--- config.mk ---
export PLATFORM = sky130hd
export DESIGN_NAME = chunked_serial_adder
export DESIGN_NICKNAME = d
export VERILOG_FILES = /design/src/rtl/chunked_serial_adder.sv
export SDC_FILE = /design/constraint.sdc
export NUM_CORES = 1
export LEC_CHECK = 0
export BUFFER_PORTS_ARGS = -buffer_cell sky130_fd_sc_hd__buf_2
export CORE_MARGIN = 2
export CORE_UTILIZATION = 35
export DETAILED_ROUTE_END_ITERATION = 16
export GPL_TIMING_DRIVEN = 0
export PLACE_DENSITY = 0.5
export SLEW_MARGIN = 10
export SYNTH_ARGS = -nofsm -noshare
export SYNTH_HDL_FRONTEND = slang
export SYNTH_SLANG_ARGS = --single-unit
--- constraint.sdc ---
create_clock -name clk -period 4.2 [get_ports clk]
set_input_delay 0.84 -clock clk [delete_from_list [all_inputs] [get_ports clk]]
set_output_delay 0.84 -clock clk [all_outputs]
set_load 0.02 [all_outputs]
--- src/rtl/chunked_serial_adder.sv ---
`default_nettype none
// +------------------------------------------------------------------------+
// | Module   : chunked_serial_adder                                        |
// | Function : WIDTH-bit add/subtract, CHUNK bits per cycle, LSB first.    |
// | Revision : 1.0  initial release                                        |
// +------------------------------------------------------------------------+
module chunked_serial_adder #(
    parameter int WIDTH = 16,
    parameter int CHUNK = 4
) (
    input  logic             clk,
    input  logic             rst,
    input  logic             start,
    input  logic             sub,
    input  logic [WIDTH-1:0] a,
    input  logic [WIDTH-1:0] b,
    input  logic             carry_in,
    output logic             busy,
    output logic             done,
    output logic [WIDTH-1:0] sum,
    output logic             carry_out,
    output logic             overflow
);

    localparam int STEPS   = WIDTH / CHUNK;
    localparam int c_CNT_W = (STEPS > 1) ? $clog2(STEPS) : 1;

    localparam logic [c_CNT_W-1:0] c_LAST = c_CNT_W'(STEPS - 1);
    localparam logic [c_CNT_W-1:0] c_ONE  = c_CNT_W'(1);

    localparam logic [1:0] c_IDLE = 2'd0;
    localparam logic [1:0] c_RUN  = 2'd1;
    localparam logic [1:0] c_DONE = 2'd2;

    logic [1:0]         r_state;
    logic [c_CNT_W-1:0] r_cnt;
    logic [WIDTH-1:0]   r_a;
    logic [WIDTH-1:0]   r_b_eff;
    logic [WIDTH-1:0]   r_res;
    logic               r_c;
    logic               r_sub;

    int                 w_base;
    logic [CHUNK:0]     w_slice;
    logic [WIDTH-1:0]   w_res_next;
    logic               w_ovf;

    // One CHUNK-wide adder; the partial result merges the current slice so
    // the final edge can publish the complete word directly.
    always_comb begin
        w_base     = int'(r_cnt) * CHUNK;
        w_slice    = {1'b0, r_a[w_base +: CHUNK]} + {1'b0, r_b_eff[w_base +: CHUNK]}
                   + {{CHUNK{1'b0}}, r_c};
        w_res_next = r_res;
        w_res_next[w_base +: CHUNK] = w_slice[CHUNK-1:0];
        w_ovf      = (r_a[WIDTH-1] == r_b_eff[WIDTH-1]) && (w_res_next[WIDTH-1] != r_a[WIDTH-1]);
    end

    always_ff @(posedge clk) begin
        if (rst) begin
            r_state   <= c_IDLE;
            r_cnt     <= '0;
            r_a       <= '0;
            r_b_eff   <= '0;
            r_res     <= '0;
            r_c       <= 1'b0;
            r_sub     <= 1'b0;
            busy      <= 1'b0;
            done      <= 1'b0;
            sum       <= '0;
            carry_out <= 1'b0;
            overflow  <= 1'b0;
        end else begin
            case (r_state)
                c_IDLE, c_DONE: begin
                    done <= 1'b0;
                    if (start) begin
                        r_a     <= a;
                        r_b_eff <= sub ? ~b : b;
                        r_c     <= sub ^ carry_in;
                        r_sub   <= sub;
                        r_res   <= '0;
                        r_cnt   <= '0;
                        busy    <= 1'b1;
                        r_state <= c_RUN;
                    end else begin
                        r_state <= c_IDLE;
                    end
                end
                c_RUN: begin
                    r_res <= w_res_next;
                    r_c   <= w_slice[CHUNK];
                    r_cnt <= r_cnt + c_ONE;
                    if (r_cnt == c_LAST) begin
                        // Subtraction runs as a + ~b + ~bin, so carry inverts into borrow.
                        sum       <= w_res_next;
                        carry_out <= r_sub ^ w_slice[CHUNK];
                        overflow  <= w_ovf;
                        done      <= 1'b1;
                        busy      <= 1'b0;
                        r_state   <= c_DONE;
                    end
                end
                default: begin
                    busy    <= 1'b0;
                    done    <= 1'b0;
                    r_state <= c_IDLE;
                end
            endcase
        end
    end

endmodule
`default_nettype wire

==> results.py <==
metrics = {
    "outcome": {
        "outcome": "complete, no violations",
    },
    "setup_path": {
        "crit_arrival_ns": 3.37,
        "critPathMaxStageDelay_ns": 0.56,
        "cp_common_cell": "fa_1",
        "critPathKind": "flop to flop",
        "worstPathRequired_ns": 4.43,
        "crit_path_end_kind": "flop",
        "cp-start-kind": "flop",
        "crit_slowest_cell": "clkbuf_1",
        "path_cells": "clkbuf_1 > mux4_2 > fa_1 > inv_1 > fa_1 > xor2_1 > o22ai_1 > a22o_1",
        "cp_max_fo": 10,
    },
    "finish": {
        "design_area_mm2": 0.00394,
        "drive_gt1_share_pct": 21.7,
        "antennaDiodeCount": 0,
        "final_cell_mix": "dfxtp_1, buf_2, nand2_1",
        "final_common_cell": "dfxtp_1",
        "finalNetCount": 472,
        "fin_cells": 557,
        "area_growth_syn_to_layout_pct": 18.6,
    },
    "power_and_ir_drop": {
        "power_density_mw_per_mm2": 382,
        "power_leakage_uw": 0.00156,
        "power_uw": 1510,
        "ir_drop_mv": 0.198,
    },
    "yosys": {
        "synth-edff-count": 0,
        "ys_warn_count": 0,
        "async_flop_share_pct": 0,
        "synth_area_leaders": "dfxtp_1, mux4_2, nand2_1",
        "ys_ff_latch": 74,
        "synth_fp_nets": 407,
        "synth_top_area_share_pct": 44.6,
        "avgSynthCellArea_um2": 9.25,
        "ys_seq_area_share_pct": 44.6,
        "synth_cell_type_count": 42,
        "synth_cells": 359,
        "synth_area_leader_cell": "dfxtp_1",
        "ys.flop_type": "dfxtp_1",
        "syn_area_mm2": 0.00332,
    },
    "clock_tree": {
        "cts_root_buf": "clkbuf_8",
        "cts-resized-gates": 0,
        "cts_hold_buf": 0,
        "cts_buffers": 9,
        "postCtsSetupBuffers": 0,
        "htree_levels": 3,
        "cts_max_path_buffers": 2,
        "cts_tree": "built",
        "cts.clk_slew.worst_paths_ns": 0.08,
        "clock_latency_ns": 0.33,
        "clock-sinks": 74,
    },
    "detailed_routing": {
        "drt_wl_total_um": 8120,
        "drc": 0,
        "viasPerCell": 4.76,
        "final_antenna_net_count": 0,
        "drtIter0Drc": 64,
        "vias": 2649,
        "firstDrtPassIters": 4,
        "wl_per_cell_um": 14.6,
    },
    "die": {
        "die_w_um": 101,
        "die_h_um": 101,
        "die_area_mm2": 0.0103,
        "num_io_pins": 57,
        "start_util_pct": 35.9,
        "rows": 35,
        "core-area_mm2": 0.00924,
    },
    "placement": {
        "placed_cells": 542,
        "gp_congestion": 0.782,
        "port_buffers": 54,
        "place_hpwl_um": 5940,
        "pre_cts_ws_ns": 1.08,
        "dpl_cell_area_mm2": 0.00375,
    },
    "run": {
        "drv_cap": 0,
    },
    "timing": {
        "rsz0062_at_grt": "no",
        "clock_skew_ns": 0.00828,
        "worstMarginPinSlew_ns": 0.698,
        "setup_viol": 0,
        "slew_headroom_pct": 53.5,
        "final_max_slew_viol_count": 0,
        "layout_setup_ws_ns": 1.05,
        "setup_tns_ns": 0,
        "fin_crit_ns": 3.15,
        "hold_violations": 0,
        "max_freq_ghz": 0.318,
        "period_share_pct": 74.9,
    },
    "global_route": {
        "grt_remaining_overflow": 0,
        "grt_max_degree": 12,
        "grt_pass1_wl_um": 13300,
        "antenna_found_initial": 0,
        "grt_pass1_vias": 2639,
        "grt_usage_pct": 16.9,
    },
    "worst_hold_path": {
        "min_path_type": "flop to flop",
    },
}
==> final timing paths <==
kind / startpoint / endpoint / slack (ns) / depth (start not counted)
max: r_cnt[1]$_SDFFE_PP0P_ / sum[14]$_SDFFE_PP0P_ / 1.05 / 8
min: r_a[1]$_SDFFE_PP0P_ / r_a[1]$_SDFFE_PP0P_ / 0.45 / 2
max reg2reg: r_cnt[1]$_SDFFE_PP0P_ / sum[14]$_SDFFE_PP0P_ / 1.05 / 8
min reg2reg: r_a[1]$_SDFFE_PP0P_ / r_a[1]$_SDFFE_PP0P_ / 0.45 / 2
==> where the power goes <==
part | total, uW | internal, uW | switching (uW)
Combinational | 222 | 88.3 | 134
Sequential | 748 | 731 | 16.7
Clock | 535 | 286 | 248
==> cells by family after synthesis <==
kind of cell / count (synthesis) / synth area share, %
AOI/OAI and AO/OA: 94 / 19.8
xor gates and xnor gates: 19 / 5.01
adders and majority gates: 11 / 4.60
buffers and inverters: 40 / 5.65
DFF: 74 / 44.6
muxes: 9 / 5.73
and+or+nand+nor: 112 / 14.6
==> sequential cells by signal, indices dropped and copies added, names as in the netlist <==
name       flops
done           1
r_cnt          2
overflow       1
r_b_eff       16
r_c            1
r_sub          1
r_state        2
sum           16
r_a           16
r_res         16
carry_out      1
busy           1
==> critical path: cells and delay by family (launching register included) <==
family | cells | cell delay (ns)
compound gates | 2 | 0.46
xor+xnor | 1 | 0.49
fa+ha+maj | 2 | 0.63
buf+inv | 2 | 0.64
flops | 1 | 0.39
mux | 1 | 0.43
==> routing by layer <==
layer / GRT usage [%] / wire length (um)
met1: 21.4 / 3790
met2: 29.0 / 3950
met3: 3.24 / 231
met4: 5.82 / 155
met5: 0 / 0
==> synthesized netlist by cell type (all sizes together) (2+ instances only) <==
master and number:
nand4 2, nand3 2, a211oi 21, a22o 15, mux4 8, inv 14
o21a 2, nand2 44, buf 16, clkbuf 10, nor2 45, nor2b 4
o22ai 2, xnor2 17, ha 9, nand2b 4, o2bb2ai 7, a21oi 28
o21ai 10, o31ai 3, and2 2, nor3 6, dfxtp 74, xor2 2
fa 2
==> stage by stage <==
| step | hold slack (ns) | utilization (%) |
|---|---|---|
| finish | 0.454 | 42.6 |
| CTS | 0.459 | 42.6 |
| global route | 0.478 | 42.6 |
| global placement | 0.436 | 40.6 |
| detailed placement | 0.448 | 40.6 |
| floorplan | 0.425 | - |
==> final cells by class <==
type,count,area (um^2)
Clock inverter,3,40.0
Multi-Input combinational cell,245,1650
Sequential cell,74,1480
Clock buffer,12,145
Inverter,14,52.6
Tap cell,129,161
Timing Repair Buffer,54,270
Buffer,26,135
Fill cell,979,5300
(Power assumes the default switching activity.)
